--- src/rtl/mem_stage_pkg.sv ---
// Shared definitions for the MEM pipeline stage.
// Holds the bit positions of the EX/MEM control fields, the funct3 and opcode
// values the stage decodes, and the state type used by the access sequencer.
package mem_stage_pkg;

  // Control bit positions inside the 45-bit EX/MEM bundle
  localparam int unsigned CTRL_REGWRITE = 32;
  localparam int unsigned CTRL_MEMTOREG = 33;
  localparam int unsigned CTRL_MEMREAD  = 34;
  localparam int unsigned CTRL_MEMWRITE = 35;
  localparam int unsigned CTRL_BRANCH   = 36;

  localparam logic [2:0] FUNCT3_W   = 3'b010;
  localparam logic [2:0] FUNCT3_BEQ = 3'b000;
  localparam logic [2:0] FUNCT3_BNE = 3'b001;

  localparam logic [6:0] OPC_LOAD   = 7'b0000011;
  localparam logic [6:0] OPC_STORE  = 7'b0100011;
  localparam logic [6:0] OPC_BRANCH = 7'b1100011;

  typedef enum logic [1:0] {
    IDLE   = 2'd0,
    ACCESS = 2'd1,
    DONE   = 2'd2
  } state_t;

endpackage

--- src/rtl/memory_access_branch_resolve.sv ---
// Branch resolution for the MEM stage.
// Ports:
//   branch  - Branch control bit from EX/MEM
//   funct3  - instr[14:12] of the instruction in EX/MEM
//   zero    - EX ALU zero flag
//   pc_src  - 1 when a beq/bne is taken; other funct3 values never take
module branch_resolve
  import mem_stage_pkg::*;
(
  input  logic       branch,
  input  logic [2:0] funct3,
  input  logic       zero,
  output logic       pc_src
);

  always_comb begin
    pc_src = 1'b0;
    if (branch) begin
      unique case (funct3)
        FUNCT3_BEQ: pc_src = zero;
        FUNCT3_BNE: pc_src = !zero;
        default:    pc_src = 1'b0;
      endcase
    end
  end

endmodule

--- src/rtl/memory_access.sv ---
// MEM stage of the 5-stage RISC-V pipeline.
// Issues lw/sw to an external data memory over a req/ack handshake, stalls
// upstream while an access is outstanding, resolves beq/bne and registers the
// MEM/WB bundle.
// Ports:
//   clk, rst                - pipeline clock, synchronous active-high reset
//   EXMEM, ALUresult,
//   WRITE_DATA, Zero,
//   PCBranch_EXMEM          - EX/MEM bundle
//   mem_req/we/addr/wdata   - registered memory request
//   mem_rdata, mem_ack      - memory response (ack is a one-cycle pulse)
//   stall                   - combinational hold for PC, IF/ID, ID/EX, EX/MEM
//   PCSrc, PCBranch_target  - branch taken and target
//   MEMWB_*                 - registered write-back bundle
//   mem_err                 - sticky error (misaligned, illegal width, timeout)
module memory_access
  import mem_stage_pkg::*;
#(
  parameter int unsigned ADDR_W  = 8,
  parameter int unsigned TIMEOUT = 16
) (
  input  logic              clk,
  input  logic              rst,
  input  logic [44:0]       EXMEM,
  input  logic [31:0]       ALUresult,
  input  logic [31:0]       WRITE_DATA,
  input  logic              Zero,
  input  logic [7:0]        PCBranch_EXMEM,
  output logic              mem_req,
  output logic              mem_we,
  output logic [ADDR_W-1:0] mem_addr,
  output logic [31:0]       mem_wdata,
  input  logic [31:0]       mem_rdata,
  input  logic              mem_ack,
  output logic              stall,
  output logic              PCSrc,
  output logic [7:0]        PCBranch_target,
  output logic              MEMWB_RegWrite,
  output logic              MEMWB_MemtoReg,
  output logic [4:0]        MEMWB_rd,
  output logic [31:0]       MEMWB_ReadData,
  output logic [31:0]       MEMWB_ALUresult,
  output logic              mem_err
);

  localparam int unsigned CNT_W = (TIMEOUT > 1) ? $clog2(TIMEOUT) : 1;

  state_t             state;
  logic [CNT_W-1:0]   cnt;
  logic [31:0]        rdata_q;

  logic       reg_write, memto_reg, mem_read, mem_write, branch;
  logic [2:0] funct3;
  logic [4:0] rd;
  logic       mem_any, mem_op, illegal_op;

  assign reg_write = EXMEM[CTRL_REGWRITE];
  assign memto_reg = EXMEM[CTRL_MEMTOREG];
  assign mem_read  = EXMEM[CTRL_MEMREAD];
  assign mem_write = EXMEM[CTRL_MEMWRITE];
  assign branch    = EXMEM[CTRL_BRANCH];
  assign funct3    = EXMEM[14:12];
  assign rd        = EXMEM[11:7];

  assign mem_any    = mem_read | mem_write;
  assign mem_op     = mem_any && (state == IDLE) && (funct3 == FUNCT3_W);
  assign illegal_op = mem_any && (funct3 != FUNCT3_W);

  // DONE releases the stall so EX/MEM advances on the same edge MEM/WB loads
  assign stall = mem_op || (state == ACCESS);

  branch_resolve u_branch_resolve (
    .branch (branch),
    .funct3 (funct3),
    .zero   (Zero),
    .pc_src (PCSrc)
  );

  assign PCBranch_target = PCBranch_EXMEM;

  logic unused_bits;
  assign unused_bits = ^{EXMEM[44:37], EXMEM[31:15], EXMEM[6:0]};

  always_ff @(posedge clk) begin
    if (rst) begin
      state           <= IDLE;
      cnt             <= '0;
      rdata_q         <= '0;
      mem_req         <= 1'b0;
      mem_we          <= 1'b0;
      mem_addr        <= '0;
      mem_wdata       <= '0;
      MEMWB_RegWrite  <= 1'b0;
      MEMWB_MemtoReg  <= 1'b0;
      MEMWB_rd        <= '0;
      MEMWB_ReadData  <= '0;
      MEMWB_ALUresult <= '0;
      mem_err         <= 1'b0;
    end else begin
      unique case (state)
        IDLE: begin
          if (mem_op || illegal_op) begin
            MEMWB_RegWrite  <= 1'b0;
            MEMWB_MemtoReg  <= 1'b0;
            MEMWB_rd        <= '0;
            MEMWB_ReadData  <= '0;
            MEMWB_ALUresult <= '0;
          end else begin
            MEMWB_RegWrite  <= reg_write;
            MEMWB_MemtoReg  <= memto_reg;
            MEMWB_rd        <= rd;
            MEMWB_ReadData  <= '0;
            MEMWB_ALUresult <= ALUresult;
          end
          if (illegal_op) mem_err <= 1'b1;
          if (mem_op) begin
            mem_req   <= 1'b1;
            mem_we    <= mem_write;
            mem_addr  <= ALUresult[ADDR_W+1:2];
            mem_wdata <= WRITE_DATA;
            cnt       <= '0;
            rdata_q   <= '0;
            if (ALUresult[1:0] != 2'b00) mem_err <= 1'b1;
            state     <= ACCESS;
          end
        end
        ACCESS: begin
          MEMWB_RegWrite  <= 1'b0;
          MEMWB_MemtoReg  <= 1'b0;
          MEMWB_rd        <= '0;
          MEMWB_ReadData  <= '0;
          MEMWB_ALUresult <= '0;
          // An ack on the final timeout cycle still completes normally
          if (mem_ack) begin
            rdata_q <= mem_we ? '0 : mem_rdata;
            mem_req <= 1'b0;
            state   <= DONE;
          end else if (cnt == CNT_W'(TIMEOUT - 1)) begin
            rdata_q <= '0;
            mem_req <= 1'b0;
            mem_err <= 1'b1;
            state   <= DONE;
          end else begin
            cnt <= cnt + 1'b1;
          end
        end
        DONE: begin
          MEMWB_RegWrite  <= reg_write;
          MEMWB_MemtoReg  <= memto_reg;
          MEMWB_rd        <= rd;
          MEMWB_ReadData  <= rdata_q;
          MEMWB_ALUresult <= ALUresult;
          state           <= IDLE;
        end
        default: state <= IDLE;
      endcase
    end
  end

endmodule

--- config.mk ---
export PLATFORM = sky130hd
export DESIGN_NAME = memory_access
export DESIGN_NICKNAME = d
export VERILOG_FILES = /design/src/rtl/mem_stage_pkg.sv /design/src/rtl/memory_access_branch_resolve.sv /design/src/rtl/memory_access.sv
export SDC_FILE = /design/constraint.sdc
export NUM_CORES = 1
export LEC_CHECK = 0
export CAP_MARGIN = 20
export CORE_ASPECT_RATIO = 0.75
export CORE_MARGIN = 2
export CORE_UTILIZATION = 44
export DETAILED_ROUTE_END_ITERATION = 8
export PLACE_DENSITY = 0.84
export SKIP_LAST_GASP = 1
export SYNTH_ARGS = -nofsm -noshare
export SYNTH_HDL_FRONTEND = slang
export SYNTH_SLANG_ARGS = --single-unit
--- constraint.sdc ---
create_clock -name clk -period 2.5 [get_ports clk]
set_input_delay 0.5 -clock clk [delete_from_list [all_inputs] [get_ports clk]]
set_output_delay 0.5 -clock clk [all_outputs]
set_load 0.02 [all_outputs]
Word level (Yosys, flattened, before mapping)
Cells that the tools add are included.

Add/subtract/negate cells: 1. Reduce and logical (&&, ||, !) cells: 18. Bitwise gates (word level): 1. Equal/unequal tests: 11. Multiplexer cells: 34.

Operators with widths (number): two-way mux 32 bit (5); case mux 32 bit (2 select lines) (2); case mux 32 bit (3 select lines) (1); case mux 5 bit (3 select lines) (1); two-way mux 4 bit (3); two-way mux 1 bit (11); case mux 4 bit (2 select lines) (1); two-way mux 2 bit (3); inequality test 2 bit, second input constant (3); inequality test 3 x 2 -> 1 bit, second input constant (2); case mux 1 bit (2 select lines) (3); case mux 1 bit (3 select lines) (2); AND reduction 3 bit (2); nonzero test 2 bit (3); two-way mux 5 bit (1); adder 4 x 1 -> 4 bit, second input constant (1); == test 4 bit, second input constant (1); case mux 2 bit (2 select lines) (1); AND reduction 2 bit (2); AND reduction 4 bit (1); == test 3 x 1 -> 1 bit, second input constant (1); == test 3 x 2 -> 1 bit, second input constant (1); logical AND 1 bit (3); logical NOT 3 bit (1); other kinds (9) (10).

Flip-flop bits (word level): 152.

Logic depth before layout (Yosys ltp)
Gate-level depths: netlist of run 1.

Depth after elaboration: 6. Depth in mapped cells: 8. Mapped depth without buffers: 6.

Cells and area by module
From an unflattened synthesis of run 1, not the netlist that was laid out.

Cells, all modules: 655. Area total of the unflattened synthesis: 5720.5 µm².

Modules (own cells, without submodules): memory_access (cells each 653, area each 5696.7 µm², times used 1); branch_resolve (cells each 2, area each 23.8 µm², times used 1).

Least setup slack after synthesis of run 1
OpenSTA, ideal clock, no wires.

Kind: reg2out. From: register state[0]. To: output stall. Cell stages (with the launch flop): 7. Buffers on the path: 1. Setup slack: 550 ps. Required time: 2000 ps. Arrival time: 1450 ps. Cells stage by stage: dfxtp_1 -> inv_1 -> ha_1 -> o21a_1 -> nand2_1 -> clkbuf_1 -> nand2_1.

Longest elaborated chain between the ends: 4.

Ends and longest elaborated chain: from (decl) (line memory_access.sv:48) `state_t state;`; from (signal assigned) (line memory_access.sv:86) `state <= IDLE;`; from (signal assigned) (line memory_access.sv:124) `state <= ACCESS;`; from (signal assigned) (line memory_access.sv:137) `state <= DONE;`; logical NOT 2 bit (line memory_access.sv:66) `assign mem_op = mem_any && (state == IDLE) && (funct3 == FUNCT3_W);`; logical AND 1 bit (2 in a row) (line memory_access.sv:66); logical OR 1 bit * (line memory_access.sv:70) `assign stall = mem_op || (state == ACCESS);`; to (decl) (line memory_access.sv:35) `output logic stall,`.

Mark *: on every way between the ends. The rest lies on a longest branch, timed or not.

Worst setup path after layout of run 1
Same ends and word-level chain as after synthesis.

==> results of run 1 <==
-- report_power, final --
group / leakage [uW] / internal, uW / switching [uW]
sequential: 0.00123 / 2610 / 108
combinational: 0.00188 / 758 / 829
clock: 0.000292 / 1530 / 1070
-- worst max-delay path by stage --
stage / from / to / slack [ns]
global placement: EXMEM[12] / stall / -0.07
floorplan: state[0] / stall / 0.55
CTS: state[0] / stall / 0.15
global route: state[1] / stall / 0.05
finish: state[0] / stall / 0.18
detailed placement: EXMEM[12] / stall / -0.08
-- critical path: cells and delay by family (launching register included) --
kind	cells	cell delay, ns
buffers and inverters	2	0.49
DFF	1	0.33
and+or+nand+nor	2	0.14
AOI/OAI and AO/OA	1	0.17
adders and majority gates	1	0.28
-- metal layers --
layer	routed length, um	GRT usage [%]
met3	1430	8.70
met4	207	6.65
met1	6880	28.0
met5	0	0
met2	7110	36.7
-- metrics by stage --
stage | power (uW) | hold WS [ns] | TNS, ns | util (%) | cell area, um^2
6_report | 6900 | 0.453 | 0 | 69.9 | 8730
5_1_grt | 7200 | 0.468 | 0 | 69.9 | 8730
4_1_cts | 6950 | 0.454 | 0 | 69.9 | 8730
3_5_place_dp | 4350 | 0.446 | -0.125 | 65.1 | 8130
3_3_place_gp | 4330 | 0.441 | -0.105 | 65.1 | 8130
2_1_floorplan | 3620 | 0.438 | 0 | - | 5700
-- layout by cell type (no fill, tap or decap), types with 3 or more instances in the layout --
cell type        count
a211oi_1             3
a21oi_1             78
a22o_1              39
a31oi_1              3
buf_12               3
buf_4               17
clkbuf_16           17
clkdlybuf4s50_1    225
clkinv_4             3
dfxtp_1            152
ha_1                 5
inv_1                5
inv_6                4
mux2i_1             32
nand2_1            184
nor2_1              67
-- registers in the layout, summed over array words and instances (netlist names) --
register and cells:
MEMWB_ALUresult 32, MEMWB_ReadData 32, mem_wdata 32, rdata_q 32, mem_addr 8, MEMWB_rd 5, cnt 4, state 2
MEMWB_MemtoReg 1, MEMWB_RegWrite 1, mem_err 1, mem_req 1, mem_we 1
-- cell families (layout without fill, tap and decap cells) --
family	after synthesis	count (layout)
XOR/XNOR	1	1
AND/OR/NAND/NOR	265	265
multiplexers	32	32
AO/OA/AOI/OAI	138	138
adder cells (fa/ha/maj)	6	6
buffers and inverters	59	285
flip-flops	152	152
-- layout make-up --
class / count / area [um^2] / share of cell area (%)
sequential: 152 / 3040 / 34.9
timing repair buffer: 247 / 2460 / 28.2
multi-input combinational: 442 / 2390 / 27.4
clock buffer: 18 / 439 / 5.03
tap: 166 / 208 / 2.38
clock inverter: 14 / 164 / 1.88
inverter: 6 / 22.5 / 0.258
-- timing repair --
action	4_1_cts	5_1_grt
endpoints found under the setup margin	2	0
gates resized for setup	2	0
buffers inserted	0	0
==> summary.md, run 1 <==
| Metric | Value |
|---|---|
| Ys async rst share | 0% |
| CTS Buf Count | 17 |
| Wire length per cell | 14.9 um |
| WL final | 15.6 mm |
| Max_slew headroom | 35.8% |
| Routed Antenna Nets | 0 |
| Post-Synth Simple-Gate Area | 18.7% |
| Startpoint Class | register |
| Yosys reg bits | 152 |
| GR Util All Layers | 22.5% |
| Maximum Capacitance Violations | 0 |
| DRT Pass-1 Iters | 5 |
| Syn Inst Count | 653 |
| Syn. warnings | 0 |
| Rows | 35 |
| Inst Count DP | 1013 |
| Pins Over Slew Limit | 0 |
| Pre-CTS WS | -0.0794 ns |
| Area Overhead vs Synth | 53.1% |
| Compound-Gate Fraction of Synth Area | 15.9% |
| Vias | 5268 |
| Initial core utilization | 45.7% |
| Top cells by count, synth | nand2_1 (184), dfxtp_1 (152), a21oi_1 (78) |
| Worst-Skew Late Latency | 0.41 ns |
| Hold Violations, Final | 0 |
| Endpoint type of the worst setup path | primary output |
| Area leader, netlist | dfxtp_1 |
| Die area | 13900 um^2 |
| HPWL after DPL | 10.6 mm |
| Drt via density | 5.04 |
| Cell Chain, Critical Path | inv_1 > ha_1 > o21a_1 > nand2_1 > nand2_1 > dlygate4sd2_1 |
| R2R Path End | cnt[3] |
| Top-count cell post-synth | nand2_1 |
| DRC | 0 |
| Worst path slowest cell | dlygate4sd2_1 |
| Clk pin slew, worst setup/hold paths | 0.06 ns |
| Top Ports | 277 |
| Final GP Congestion | 0.772 |
| CTS Hold Buffers Added | 0 |
| Number of enable flip-flop cells after synthesis | 0 |
| Top FF cell, synth | dfxtp_1 |
| Core Box Area | 12500 um^2 |
| Most used cell, CP | nand2_1 |
| Sinks on the clock net | 152 |
| # setup viols final | 0 |
| Hold WC Path Type | register to register |
| Grt total ovfl | 0 |
| Mapped Area | 5700 um^2 |
| Hold_sp | mem_wdata[4] |
| Power per Cell Area | 790 nW/um^2 |
| Non-Filler Instances | 1045 |
| Worst-margin pin slew | 0.962 ns |
| Synth area leaders | dfxtp_1 (53%), nand2_1 (12%), a21oi_1 (6.8%) |
| Final min period | 2.32 ns |
| Root buffer cell | clkbuf_16 |
| Crit path DAT | 1.82 ns |
| Crit path largest cell delay | 0.36 ns |
| Port-buffer cells | 228 |
| CP max FO | 6 |
| Hold Path Stages | 2 |
| R2r setup slk | 0.57 ns |
| Synth top area share | 53.4% |
| Final worst slack | 0.179 ns |
| Clk_skew | 0.00982 ns |
| Critical Path RT | 2.00 ns |
| Fraction of synthesized area in multiplexers | 5.62% |
| Post-Synth XOR/XNOR Area | 0.154% |
| R2R depth | 7 |
| Syn_area_per_cell | 8.73 um^2 |
| Achievable Freq | 431 MHz |
| Post-Synth Adder-Cell Area | 1.32% |
| Main combinational cell family by area after synthesis | simple AND/OR/NAND/NOR gates |
| Status | finished, final reports clean |
| Post-layout nets | 1025 |
| Share of post-route cells with drive strength above 1 | 6.94% |
| CTS tree | done |
| Reg2Reg Launch Point | state[1] |
| Global-route wire length before repair | 24.8 mm |
| Yosys cell types | 39 |
| Width of the die | 135 um |
| Starting DRT DRC Count | 294 |
| ANT cells | 0 |
| # fillers | 998 |
| LEAKAGE | 0.00340 uW |
| Worst hold path endpoint | mem_wdata[4] |
| Final worst path period share | 92.8% |
| Pin count of the biggest net entering global routing | 66 |
| Synth Net Count | 812 |
| WS Path Type | register to primary output |
| Seq/Total Area, Yosys | 53.4% |
| Antenna violations before repair | 0 |
| RSZ-0062 raised after global routing | false |
| Vias in the first global route | 5111 |
| Die height | 103 um |
| Max clock buf depth | 2 |
| Htree depth | 4 |
| Max VDD drop | 0.000499 V |
(Power assumes the default switching activity.)
==> run 2: changes to the inputs <==
--- a/config.mk
+++ b/config.mk
@@ -5,8 +5,9 @@
 export SDC_FILE = /design/constraint.sdc
 export NUM_CORES = 1
 export LEC_CHECK = 0
+export ABC_CLOCK_PERIOD_IN_PS = 2500
 export CAP_MARGIN = 20
-export CORE_ASPECT_RATIO = 0.75
+export CORE_ASPECT_RATIO = 0.5
 export CORE_MARGIN = 2
 export CORE_UTILIZATION = 44
 export DETAILED_ROUTE_END_ITERATION = 8
==> summary.md, run 2 (synthesis results as in run 1) <==
| Metric | Value |
|---|---|
| Worst path slowest cell | dfxtp_1 |
| R2r setup slk | 0.48 ns (-0.09 ns) |
| Die area | 13900 um^2 (+0.33%) |
| Antenna violations before repair | 0 (unchanged) |
| Initial core utilization | 45.0% (-0.66 points) |
| Worst-Skew Late Latency | 0.41 ns (about the same) |
| Most frequent cells in the layout | clkdlybuf4s50_1 (225), nand2_1 (184), dfxtp_1 (152) |
| Achievable Freq | 439 MHz (+2.0%) |
| CTS Hold Buffers Added | 0 (unchanged) |
| Final worst path period share | 91.0% (-1.8 points) |
| Vias | 5187 (-1.5%) |
| # setup viols final | 0 (unchanged) |
| Max clock buf depth | 2 (unchanged) |
| Most used cell, CP | nand2_1 |
| Core Box Area | 12700 um^2 (+1.5%) |
| Top Ports | 277 (unchanged) |
| Pins Over Slew Limit | 0 (unchanged) |
| Crit path DAT | 1.78 ns (-0.04 ns) |
| Startpoint Class | register |
| Area Overhead vs Synth | 52.3% |
| Max VDD drop | 0.000484 V (-2.8%) |
| Status | finished, final reports clean |
| Reg2Reg Launch Point | state[1] |
| Critical Path RT | 2.00 ns (about the same) |
| Port-buffer cells | 228 (unchanged) |
| LEAKAGE | 0.00338 uW (-0.72%) |
| Wire length per cell | 15.0 um (+0.39%) |
| Hold Violations, Final | 0 (unchanged) |
| Worst setup path startpoint | state[0] |
| Power per Cell Area | 774 nW/um^2 (-2.1%) |
| CP delay by family, top | buffers and inverters |
| Non-Filler Instances | 1050 (+0.48%) |
| GR Util All Layers | 22.7% (+0.24 points) |
| Crit path largest cell delay | 0.33 ns (-0.03 ns) |
| DRT Pass-1 Iters | 6 (+1) |
| Cell Chain, Critical Path | inv_1 > ha_2 > o21a_1 > nand2_1 > nand2_1 > dlygate4sd2_1 |
| WS Path Type | register to primary output |
| Endpoint type of the worst setup path | primary output |
| Hold WC Path Type | register to register |
| Grt total ovfl | 0 (unchanged) |
| Worst-margin pin slew | 0.506 ns (-0.456 ns) |
| Maximum Capacitance Violations | 0 (unchanged) |
| Worst hold path endpoint | mem_wdata[17] |
| Pin count of the biggest net entering global routing | 48 (-27%) |
| Fin util | 68.6% (-1.3 points) |
| Hold Path Stages | 2 (unchanged) |
| Width of the die | 165 um (+22%) |
| WL final | 15.8 mm (+0.87%) |
| RSZ-0062 raised after global routing | false |
| R2R depth | 8 (+1) |
| Drt via density | 4.94 (-2.0%) |
| Global-route wire length before repair | 25.2 mm (+2.0%) |
| R2R Path End | rdata_q[27] |
| CTS Buf Count | 17 (unchanged) |
| Clk pin slew, worst setup/hold paths | 0.06 ns (about the same) |
| Hold_sp | mem_wdata[17] |
| CP max FO | 6 (unchanged) |
| Final min period | 2.28 ns (-0.0452 ns) |
| Final GP Congestion | 0.820 (+6.1%) |
| Max_slew headroom | 66.3% (+31 points) |
| Routed Antenna Nets | 0 (unchanged) |
| Sinks on the clock net | 152 (unchanged) |
| DRC | 0 (unchanged) |
| Root buffer cell | clkbuf_16 |
| Crit path buf inv count | 2 (unchanged) |
| Share of post-route cells with drive strength above 1 | 7.16% (+0.22 points) |
| Vias in the first global route | 5091 (-0.39%) |
| Post-layout nets | 1026 (+0.098%) |
| CTS tree | done |
| Inst Count DP | 1018 (+0.49%) |
| HPWL after DPL | 10.8 mm (+2.3%) |
| Clk_skew | 0.00997 ns (+0.000143 ns) |
| Htree depth | 4 (unchanged) |
| Rows | 29 (-17%) |
| Commonest non-fill, non-tap cell in the layout | clkdlybuf4s50_1 |
| Starting DRT DRC Count | 305 (+3.7%) |
| ANT cells | 0 (unchanged) |
| Die height | 84.5 um (-18%) |
run 2: layout make-up:
class	count	area, um^2
clock buffer	18	439
clock inverter	14	114
fill	987	3980
inverter	6	22.5
multi-input combinational	442	2390
sequential	152	3040
tap	170	213
timing repair buffer	248	2460
run 2: stage by stage:
stage / total power, uW / setup TNS [ns] / worst slack (ns) / instance area, um^2 / hold WS [ns]
after floorplan: 3620 / 0 / 0.550 / 5700 / 0.438
after global placement: 4320 / -0.0000593 / -0.0000593 / 8130 / 0.441
final: 6720 / 0 / 0.224 / 8680 / 0.455
after detailed placement: 4360 / -0.0393 / -0.0393 / 8130 / 0.447
after CTS: 6770 / 0 / 0.216 / 8680 / 0.454
after global routing: 6980 / 0 / 0.127 / 8680 / 0.473
run 2: worst max-delay path by stage:
| stage | end | slack, ns | cells after the start |
|---|---|---|---|
| after floorplan | stall | 0.55 | 6 |
| after global placement | PCSrc | -0.00006 | 4 |
| after detailed placement | PCSrc | -0.04 | 4 |
| after CTS | stall | 0.22 | 6 |
| after global routing | stall | 0.13 | 6 |
| final | stall | 0.22 | 6 |
run 2: per-layer routing:
metal | global-route usage [%] | up-vias | wire [um]
met5 | 0 | - | 0
met2 | 40.0 | 133 | 8080
met4 | 7.98 | 0 | 299
li1 | - | 2606 | -
met3 | 5.48 | 22 | 735
met1 | 27.2 | 2426 | 6640
run 2: worst reg2reg max path: cells and delay by family, from the launching register on:
kind	cells	cell delay, ns
AND/OR/NAND/NOR	2	0.40
multiplexers	1	0.15
adder cells (fa/ha/maj)	1	0.31
buffers and inverters	4	0.75
flip-flops	1	0.34
run 2: timing repair:
action | CTS | global route
setup endpoints to repair | 2 | 0
gates resized for setup | 3 | 0
buffers inserted | 0 | 0
run 2: report_power, final:
group	switching [uW]	total, uW	internal [uW]	leakage (uW)
Combinational	833	1610	773	0.00189
Clock	1080	2410	1320	0.000260
Sequential	102	2710	2610	0.00123
Total	2020	6720	4700	0.00338
==> run 3: changes to the inputs <==
--- a/config.mk
+++ b/config.mk
@@ -9,9 +9,10 @@
 export CAP_MARGIN = 20
 export CORE_ASPECT_RATIO = 0.5
 export CORE_MARGIN = 2
-export CORE_UTILIZATION = 44
+export CORE_UTILIZATION = 45
+export CTS_BUF_LIST = sky130_fd_sc_hd__clkbuf_8
 export DETAILED_ROUTE_END_ITERATION = 8
-export PLACE_DENSITY = 0.84
+export PLACE_DENSITY = 0.86
 export SKIP_LAST_GASP = 1
 export SYNTH_ARGS = -nofsm -noshare
 export SYNTH_HDL_FRONTEND = slang
==> summary.md, run 3 (synthesis results as in run 1) <==
| Metric | Value |
|---|---|
| Hold Path Stages | 2 (unchanged) |
| Status | finished, final reports clean |
| Antenna violations before repair | 0 (unchanged) |
| Final GP Congestion | 0.830 (+1.3%) |
| Area Overhead vs Synth | 49.0% |
| Drt via density | 5.04 (+2.0%) |
| Startpoint Class | register |
| Hold WS | 0.455 ns (-0.000680 ns) |
| Worst-Skew Late Latency | 0.42 ns (about the same) |
| Most frequent cells in the layout | clkdlybuf4s50_1 (225), nand2_1 (184), dfxtp_1 (152) |
| Crit path largest cell delay | 0.34 ns (about the same) |
| Vias | 5241 (+1.0%) |
| RSZ-0062 raised after global routing | false |
| Net Switching | 1840 uW (-8.9%) |
| Final worst slack | 0.220 ns (-0.00411 ns) |
| Share of post-route cells with drive strength above 1 | 6.51% (-0.64 points) |
| R2R depth | 8 (unchanged) |
| Critical Path RT | 2.00 ns (about the same) |
| Routed Antenna Nets | 0 (unchanged) |
| R2r setup slk | 0.40 ns (-0.08 ns) |
| Die area | 13600 um^2 (-2.1%) |
| Setup_tns | 0 ns (unchanged) |
| CTS Hold Buffers Added | 0 (unchanged) |
| Port-buffer cells | 228 (unchanged) |
| Initial core utilization | 47.2% (+2.1 points) |
| Hold Violations, Final | 0 (unchanged) |
| Root buffer cell | clkbuf_8 |
| Hold_sp | mem_addr[7] |
| Crit path buf inv count | 2 (unchanged) |
| Non-Filler Instances | 1040 (-0.95%) |
| Sw Ratio | 29.7% (-0.33 points) |
| Final min period | 2.28 ns (+0.00411 ns) |
| CP max FO | 6 (unchanged) |
| DRT Pass-1 Iters | 4 (-2) |
| Clk pin slew, worst setup/hold paths | 0.08 ns (+0.02 ns) |
| Final worst path period share | 91.2% (+0.16 points) |
| ANT cells | 0 (unchanged) |
| Sequential Power Share | 43.7% (+3.4 points) |
| Internal | 4350 uW (-7.4%) |
| Inst Count DP | 1009 (-0.88%) |
| LEAKAGE | 0.00329 uW (-2.7%) |
| Htree depth | 4 (unchanged) |
| WS Path Type | register to primary output |
| CTS Buf Count | 17 (unchanged) |
| Max VDD drop | 0.000437 V (-9.9%) |
| Global-route wire length before repair | 25.3 mm (about the same) |
| Achievable Freq | 439 MHz (-0.18%) |
| GR Util All Layers | 22.8% (+0.024 points) |
| Maximum Capacitance Violations | 0 (unchanged) |
| Hold WC Path Type | register to register |
| Post-layout nets | 1022 (-0.39%) |
| Max_slew headroom | 58.7% (-7.5 points) |
| CP delay by family, top | buffers and inverters |
| Top Ports | 277 (unchanged) |
| WL final | 15.6 mm (-1.2%) |
| Pin count of the biggest net entering global routing | 65 (+35%) |
| Worst path slowest cell | dfxtp_1 |
| Cell Chain, Critical Path | inv_1 > ha_2 > o21a_1 > nand2_1 > nand2_1 > dlygate4sd2_1 |
| Design Power | 6190 uW (-7.9%) |
| R2R Path End | rdata_q[27] |
| Reg2Reg Launch Point | state[1] |
| HPWL after DPL | 10.6 mm (-2.3%) |
| Worst-margin pin slew | 0.619 ns (+0.113 ns) |
| Worst hold path endpoint | mem_addr[7] |
| Die height | 83.6 um (-1.1%) |
| Combinational group share of total power | 25.5% (+1.6 points) |
| Pins Over Slew Limit | 0 (unchanged) |
| Max clock buf depth | 2 (unchanged) |
| Sinks on the clock net | 152 (unchanged) |
| Wire length per cell | 15.0 um (-0.29%) |
| Power per Cell Area | 728 nW/um^2 (-5.9%) |
| Vias in the first global route | 5179 (+1.7%) |
| Grt total ovfl | 0 (unchanged) |
| Starting DRT DRC Count | 368 (+21%) |
| # setup viols final | 0 (unchanged) |
| Commonest non-fill, non-tap cell in the layout | clkdlybuf4s50_1 |
| Most used cell, CP | nand2_1 |
| Rows | 28 (-3.4%) |
| Width of the die | 163 um (-1.1%) |
| Core Box Area | 12100 um^2 (-4.6%) |
| Crit path DAT | 1.78 ns (about the same) |
| Endpoint type of the worst setup path | primary output |
| Clk network pwr share | 30.9% (-4.9 points) |
| Clk_skew | 0.00824 ns (-0.00173 ns) |
| DRC | 0 (unchanged) |
| Pre-CTS WS | -0.0259 ns (+0.0134 ns) |
| CTS tree | done |
==> run 3: cell count changes in the layout (fill, tap and decap cells not counted) <==
cell       previous run  this run
inv_1                 5         6
inv_8                 2         0
clkinv_2              2         3
inv_6                 5         1
buf_4                17        13
bufinv_16             0         3
clkbuf_8              1        18
clkbuf_16            17         0
==> run 3: worst max path at each step <==
stage                   start    end  cells past startpoint
finish               state[0]  stall                      6
global route         state[1]  stall                      6
CTS                  state[0]  stall                      6
detailed placement  EXMEM[12]  PCSrc                      4
global placement    EXMEM[12]  PCSrc                      4
floorplan            state[0]  stall                      6
==> run 3: stage by stage <==
stage	utilization [%]	area [um^2]
3_5_place_dp	67.0	8100
2_1_floorplan	-	5700
4_1_cts	70.3	8500
6_report	70.3	8500
5_1_grt	70.3	8500
3_3_place_gp	67.0	8100
==> run 3: power groups by stage <==
| stage | combinational (uW) | clock (uW) | sequential, uW |
|---|---|---|---|
| final | 1580 | 1910 | 2700 |
| after global routing | 1670 | 2070 | 2720 |
| after CTS | 1580 | 1970 | 2700 |
| after detailed placement | 1560 | 0 | 2760 |
| after global placement | 1540 | 0 | 2750 |
| after floorplan | 676 | 0 | 2940 |
==> run 3: final cells by class <==
type,instances,area [um^2]
Fill cell,920,3590
Timing Repair Buffer,244,2430
Multi-Input combinational cell,442,2390
Sequential cell,152,3040
Inverter,6,22.5
Clock inverter,13,155
Tap cell,165,206
Clock buffer,18,248
==> run 3: routing by layer <==
metal | global-route usage (%) | share of wire (%) | up-vias
li1 | - | - | 2594
met1 | 26.8 | 43 | 2463
met2 | 39.8 | 49 | 149
met3 | 5.32 | 5.5 | 35
met4 | 9.73 | 2.7 | 0
met5 | 0 | 0 | -
==> run 3: repair_timing <==
action	4_1_cts	5_1_grt
setup endpoints to repair	2	0
hold endpoints to repair	0	0
buffers inserted	0	0
gates resized for setup	3	0
==> run 3: worst reg2reg max path, delay by kind of cell, from the launching register on <==
kind,cells,cell delay [ns]
fa+ha+maj,1,0.34
mux,1,0.17
flops,1,0.35
buf+inv,4,0.77
simple gates,2,0.38
